--- src/rtl/demux_1_n_stream_if.sv ---
// Stream bus for the 1-to-N demultiplexer: one input stream with a destination
// select, N independent output streams, and status.
interface demux_1_n_stream_if #(
    parameter int WIDTH = 8,
    parameter int N     = 4
);
    localparam int SELW = $clog2(N);

    logic                 in_valid;
    logic                 in_ready;
    logic [WIDTH-1:0]     in_data;
    logic [SELW-1:0]      in_sel;
    logic                 in_bcast;
    logic [N-1:0]         out_valid;
    logic [N-1:0]         out_ready;
    logic [N*WIDTH-1:0]   out_data;
    logic [7:0]           drop_cnt;
    logic                 busy;

    modport master (
        output in_valid, in_data, in_sel, in_bcast, out_ready,
        input  in_ready, out_valid, out_data, drop_cnt, busy
    );

    modport slave (
        input  in_valid, in_data, in_sel, in_bcast, out_ready,
        output in_ready, out_valid, out_data, drop_cnt, busy
    );
endinterface

--- src/rtl/demux_1_n_stream.sv ---
// 1-to-N stream demultiplexer with unicast/broadcast routing, one register slot
// per output channel, and a saturating count of words dropped for bad selects.
module demux_1_n_stream #(
    parameter int WIDTH = 8,
    parameter int N     = 4
) (
    input  logic               clk,
    input  logic               rst_n,
    demux_1_n_stream_if.slave  bus
);
    localparam int SELW  = $clog2(N);
    localparam int SLOTS = 1 << SELW;
    localparam logic [SELW:0] N_EXT = (SELW + 1)'(N);

    logic [N-1:0]     valid_q;
    logic [WIDTH-1:0] data_q [N];
    logic [7:0]       drop_q;

    logic [N-1:0]     free;
    logic [SLOTS-1:0] free_pad;
    logic             sel_ok;
    logic             ready;
    logic             accept;
    logic             drop;
    logic [N-1:0]     load;

    // A slot is free if empty or being popped this cycle, allowing same-cycle refill.
    assign free = ~valid_q | bus.out_ready;

    // Unused select codes read as free, so out-of-range words are always accepted.
    // NOTE: every always_comb output gets a default first so no latch is inferred.
    always_comb begin
        free_pad          = '1;
        free_pad[N-1:0]   = free;
    end

    assign sel_ok = {1'b0, bus.in_sel} < N_EXT;
    assign ready  = bus.in_bcast ? &free : free_pad[bus.in_sel];
    assign accept = bus.in_valid & ready;
    assign drop   = accept & ~bus.in_bcast & ~sel_ok;

    always_comb begin
        load = '0;
        for (int k = 0; k < N; k++) begin
            load[k] = accept && (bus.in_bcast || bus.in_sel == SELW'(k));
        end
    end

    for (genvar k = 0; k < N; k++) begin : g_chan
        // NOTE: the data flops take the async reset too, because out_data must read zero in reset.
        always_ff @(posedge clk or negedge rst_n) begin
            if (!rst_n) begin
                valid_q[k] <= 1'b0;
                data_q[k]  <= '0;
            end else begin
                // NOTE: sequential state uses non-blocking assignments only.
                valid_q[k] <= load[k] | (valid_q[k] & ~bus.out_ready[k]);
                if (load[k]) begin
                    data_q[k] <= bus.in_data;
                end
            end
        end
    end

    always_ff @(posedge clk or negedge rst_n) begin
        if (!rst_n) begin
            drop_q <= '0;
        end else if (drop && drop_q != 8'hFF) begin
            drop_q <= drop_q + 8'd1;
        end
    end

    always_comb begin
        bus.out_data = '0;
        for (int k = 0; k < N; k++) begin
            bus.out_data[k*WIDTH +: WIDTH] = data_q[k];
        end
    end

    assign bus.in_ready  = ready;
    assign bus.out_valid = valid_q;
    assign bus.drop_cnt  = drop_q;
    assign bus.busy      = |valid_q;
endmodule

--- src/flat_wrapper.sv ---
// flat-port wrapper written by rule: the top's interface ports become plain ports
module demux_1_n_stream_flat 
#(
    parameter int WIDTH = 8,
    parameter int N     = 4
)
  (clk, rst_n, bus_in_valid, bus_in_data, bus_in_sel, bus_in_bcast, bus_out_ready, bus_in_ready, bus_out_valid, bus_out_data, bus_drop_cnt, bus_busy);
  demux_1_n_stream_if #(.WIDTH(WIDTH), .N(N)) bus_i ();
  input  logic clk;
  input  logic rst_n;
  input wire logic [$bits(bus_i.in_valid)-1:0] bus_in_valid;
  input wire logic [$bits(bus_i.in_data)-1:0] bus_in_data;
  input wire logic [$bits(bus_i.in_sel)-1:0] bus_in_sel;
  input wire logic [$bits(bus_i.in_bcast)-1:0] bus_in_bcast;
  input wire logic [$bits(bus_i.out_ready)-1:0] bus_out_ready;
  output wire logic [$bits(bus_i.in_ready)-1:0] bus_in_ready;
  output wire logic [$bits(bus_i.out_valid)-1:0] bus_out_valid;
  output wire logic [$bits(bus_i.out_data)-1:0] bus_out_data;
  output wire logic [$bits(bus_i.drop_cnt)-1:0] bus_drop_cnt;
  output wire logic [$bits(bus_i.busy)-1:0] bus_busy;
  assign bus_i.in_valid = bus_in_valid;
  assign bus_i.in_data = bus_in_data;
  assign bus_i.in_sel = bus_in_sel;
  assign bus_i.in_bcast = bus_in_bcast;
  assign bus_i.out_ready = bus_out_ready;
  assign bus_in_ready = bus_i.in_ready;
  assign bus_out_valid = bus_i.out_valid;
  assign bus_out_data = bus_i.out_data;
  assign bus_drop_cnt = bus_i.drop_cnt;
  assign bus_busy = bus_i.busy;
  demux_1_n_stream #(.WIDTH(WIDTH), .N(N)) u_core (.clk(clk), .rst_n(rst_n), .bus(bus_i));
endmodule
--- config.mk ---
export PLATFORM = sky130hd
export DESIGN_NAME = demux_1_n_stream_flat
export DESIGN_NICKNAME = d
export VERILOG_FILES = /design/src/rtl/demux_1_n_stream_if.sv /design/src/rtl/demux_1_n_stream.sv /design/src/flat_wrapper.sv
export SDC_FILE = /design/constraint.sdc
export NUM_CORES = 1
export LEC_CHECK = 0
export ABC_AREA = 1
export BUFFER_PORTS_ARGS = -buffer_cell sky130_fd_sc_hd__clkbuf_2
export CAP_MARGIN = 15
export CORE_MARGIN = 2
export CORE_UTILIZATION = 43
export DETAILED_ROUTE_END_ITERATION = 8
export PLACE_DENSITY = 0.69
export SYNTH_ARGS = -nofsm -noshare
export SYNTH_HDL_FRONTEND = slang
export SYNTH_SLANG_ARGS = --single-unit
export TNS_END_PERCENT = 1
--- constraint.sdc ---
create_clock -name clk -period 1.6 [get_ports clk]
set_input_delay 0.24 -clock clk [delete_from_list [all_inputs] [get_ports clk]]
set_output_delay 0.24 -clock clk [all_outputs]
set_load 0.05 [all_outputs]
# Word level (Yosys, flattened, before mapping)

Cells that the tools add are included.
W data, S select, Z words.

Reduce and logical (&&, ||, !) cells: 11
Equality and inequality tests: 3
Bitwise operators: 15
Multiplexer cells: 3
Order comparisons: 1

Operators with widths:

| operator             | number |
|---|---|
| $and A1 B1 Y1        | 5 |
| $eq A2 B2 Y1 const B | 2 |
| $logic_and A1 B1 Y1  | 4 |
| $logic_or A1 B1 Y1   | 4 |
| $not A1 Y1           | 4 |
| $not A4 Y4           | 1 |
| $or A1 B1 Y1         | 4 |
| $or A4 B4 Y4         | 1 |
| $reduce_and A4 Y1    | 1 |
| $reduce_or A4 Y1     | 1 |
| $lt A2 B3 Y1 const B | 1 |
| $bmux W1 S2          | 1 |
| $eq A2 B1 Y1 const B | 1 |
| $logic_not A2 Y1     | 1 |
| $mux W1              | 2 |

Logic and storage cells: 41
Flip-flop bits (word level): 36
Input port bits: 18

# Longest topological paths before layout

Depth after elaboration: 8
Depth in mapped cells: 9
Mapped depth without buffers: 9

# Worst setup path before layout

Ideal clock, no wire load.

Path type: register to output
Start: reg u_core.valid_q[3], in the netlist u_core.bus.out_valid[3]
End: out bus_in_ready
Setup slack: 0.007 ns
Buffers on the path: 1
Data arrival time: 1.353 ns
Cell stages (with the launch flop): 7
Cells stage by stage: dfrtp_1 > nand2_1 > nand2_1 > nand2_1 > nand3_1 > nor2_8 > buf_6

Cells in the longest elaborated chain, start to end: 5
Elaborated cells between the ends (all ways): 6
Classes of those cells: mux (3); bitwise (2); reduce/logical (1)

Ends and longest elaborated chain:

| element                          | line                   | RTL |
|---|---|---|
| start: declaration               | demux_1_n_stream.sv:15 | `logic [N-1:0] valid_q;` |
| start signal: indexed assignment | demux_1_n_stream.sv:57 | `valid_q[k] <= load[k] \| (valid_q[k] & ~bus.out_ready[k]);` |
| $not A4 Y4 *                     | demux_1_n_stream.sv:28 | `assign free = ~valid_q \| bus.out_ready;` |
| $or A4 B4 Y4 *                   | demux_1_n_stream.sv:28 |  |
| $bmux W1 S2                      | demux_1_n_stream.sv:38 | `assign ready = bus.in_bcast ? &free : free_pad[bus.in_sel];` |
| $mux W1 (implied by the code)    | demux_1_n_stream.sv:38 |  |
| $mux W1 *                        | demux_1_n_stream.sv:38 |  |
| end: declaration                 | flat_wrapper.sv:16     | `output wire logic [$bits(bus_i.in_ready)-1:0] bus_in_ready;` |

Mark *: on every way between the ends. The rest lies on a longest branch, timed or not. The select of a mux whose other input is x is not followed.

# Final worst setup path

Start: reg u_core.valid_q[2], in the netlist u_core.bus.out_valid[2]
End: out bus_in_ready

The elaborated chain is that of the path after synthesis.

==> results.json <==
{
  "die_x_um": 68.1,
  "clkSinkCount": 36,
  "synth_compound_area_share_pct": 1.99,
  "grt_pass1_vias": 1377,
  "groute.usage.overall_pct": 19.6,
  "final_nets": 274,
  "core-area_um2": 3970,
  "grt_pass1_wl_um": 6510,
  "worst_ep_required_time_ps": 1360,
  "combinationalPowerShare_pct": 47.1,
  "wl_per_cell_um": 13.7,
  "ys_async_sr_fraction_pct": 100,
  "die_y_um": 68.1,
  "seqPwrFrac_pct": 33.1,
  "drt_iter0_markers": 78,
  "yosys.cell_count.top_type": "nand2_1",
  "met1Wirelength_um": 1900,
  "max_freq_mhz": 641,
  "ys_ff_latch": 36,
  "ys.flop_type": "dfrtp_1",
  "die_area_um2": 4630,
  "grt_max_degree": 21,
  "finalCriticalPeriod_ps": 1560,
  "fin_util_pct": 56.9,
  "finalSetupViolCount": 0,
  "cts_tree": "done",
  "yosysSeqAreaShare_pct": 51.1,
  "via_per_inst": 4.99,
  "synth_top_family_by_area": "simple AND/OR/NAND/NOR gates",
  "cts_buffers": 5,
  "critical_path.startpoint_type": "register",
  "synth_edf_count": 0,
  "syn_area_um2": 1760,
  "avgSynthCellArea_um2": 9.24,
  "synthAdderAreaFrac_pct": 0,
  "synthCells": 191,
  "stdcell_area_um2": 2260,
  "num_rows": 23,
  "crit_path_end_kind": "output pin",
  "power.density_nw_per_um2": 1750,
  "drt_first_pass_iters": 4,
  "initial_utilization_pct": 44.4,
  "drc": 0,
  "synth_cell_types": 21,
  "cp.arrival_ps": 1320,
  "drive_gt1_share_pct": 35.4,
  "antenna_found_initial": 0,
  "yosys.area_share.simple_pct": 38.0,
  "synth_top_cells_by_area": "dfrtp_1, nand2_1, nand4_1",
  "p_clk_share_pct": 19.8,
  "slew_violations": 0,
  "place.gp.congestion": 0.857,
  "rsz0062_at_grt": "true",
  "ys_warn_count": 0,
  "p_leak_nw": 1.25,
  "routed_wl_um": 4220,
  "syn_to_final_growth_pct": 28.0,
  "hold_viol_final": 0,
  "top_layer_used": "met4",
  "p_int_w": 0.00203,
  "finalNonFillerCells": 307,
  "synthDominantCellAreaShare_pct": 51.1,
  "cap_viol_max_count": 0,
  "crit_type": "reg2out",
  "num_vias": 1533,
  "ys_top_cells_by_count": "nand2_1, dfrtp_1, nand4_1, buf_4, inv_1",
  "clk_path_buf_depth": 2,
  "synth_area_leader_cell": "dfrtp_1",
  "placed_cells": 296,
  "htree_levels": 2,
  "grt-ovfl-total": 0,
  "place_hpwl_um": 3110,
  "peakVddDrop_v": 0.000861,
  "pin_count": 64,
  "synth_xor_area_share_pct": 0,
  "diodes": 0,
  "p_sw_w": 0.00191,
  "ant_nets": 0,
  "swShare_pct": 48.5,
  "outcome": "complete, no violations",
  "insertion_delay_ps": 290,
  "period_share_pct": 97.6,
  "crit_fanout": 3,
  "muxShareOfSynthArea_pct": 0,
  "fin_worst_skew_ps": 7.49,
  "clockRootBuffer": "clkbuf_8",
  "min_path_type": "in2reg",
  "place_area_um2": 2090,
  "wl_met2_um": 2050,
  "path_clk_slew_ps": 70,
  "wl_met3_um": 229,
  "io_buffers": 55
}
[area by class of cell]
cell class	instances	area [µm²]
inverters	9	36.3
repair buffers	67	400
clock inverters	2	35.0
multi-input cells	137	751
fillers	386	1710
clock buffers	6	72.6
flip-flops and latches	36	901
well taps	50	62.6
[registers in the layout (all words and copies together), names as in the netlist]
register              count
u_core.bus.out_data      32
u_core.bus.out_valid      4
[stage by stage]
step	TNS, ps	setup WS (ps)	power [W]	hold WS (ps)
floorplan	0	7.17	0.00272	-55.6
global placement	0	173	0.00311	211
detailed placement	0	151	0.00314	203
CTS	-0.455	-0.455	0.00397	125
global route	-28.5	-28.5	0.00416	125
finish	0	39.1	0.00394	132
[worst paths after layout]
kind                                    startpoint                       to  slack, ps  cells after the start
min                               bus_out_ready[1]  u_core.bus.out_valid[1]        130                      2
max                        u_core.bus.out_valid[2]             bus_in_ready         40                      6
max reg2reg                u_core.bus.out_valid[2]   u_core.bus.out_data[7]        140                      9
min reg2reg                u_core.bus.out_data[15]  u_core.bus.out_data[15]        480                      2
min in group asynchronous                    rst_n  u_core.bus.out_data[14]        420                      2
max in group asynchronous                    rst_n   u_core.bus.out_data[3]        710                      3
[placed cells by master (no fill, tap or decap), types with 2 or more instances in the layout]
cell       n
buf_4     10
nand4_4    4
o21ai_1    2
clkbuf_2  54
nand4_1   33
nand2_2    4
nor2_1     5
inv_1      6
nand2_4    2
dfrtp_1   36
conb_1     8
nand2_1   73
inv_2      2
clkbuf_8   5
[power groups by stage]
stage,Clock (W),Combinational (W),Sequential [W]
2_1_floorplan,0,0.000529,0.00220
3_3_place_gp,0,0.00179,0.00132
3_5_place_dp,0,0.00182,0.00132
4_1_cts,0.000801,0.00187,0.00130
5_1_grt,0.000848,0.00197,0.00134
6_report,0.000780,0.00186,0.00130
[metal layers]
layer	up-vias	global-route usage, %
li1	759	-
met1	723	26.3
met2	49	28.9
met3	2	6.25
met4	0	8.50
met5	-	0
[critical path, stage by stage, from the launching register on]
cell	delay, ps
dfrtp_1	400
inv_1	80
nor2_1	40
nand2_1	110
nand3_4	110
nor2_8	120
clkbuf_16	170
[timing repair]
| item | 4_1_cts | 5_1_grt |
|---|---|---|
| hold buffers | 1 | 0 |
| resized for setup | 4 | 2 |
| cloned | 0 | 0 |
| setup buffers | 2 | 0 |
| endpoints found under the setup margin | 1 | 2 |
| endpoints found under the hold margin | 16 | 0 |
| pin swaps | 3 | 3 |
[kinds of logic (layout without fill, tap and decap cells)]
kind of cell           Yosys count  count (layout)
and+or+nand+nor                125             125
DFF                             36              36
buffers and inverters           25              84
AOI/OAI and AO/OA                4               4
other                            1               8
No activity file was read; power rests on OpenSTA's default activity.
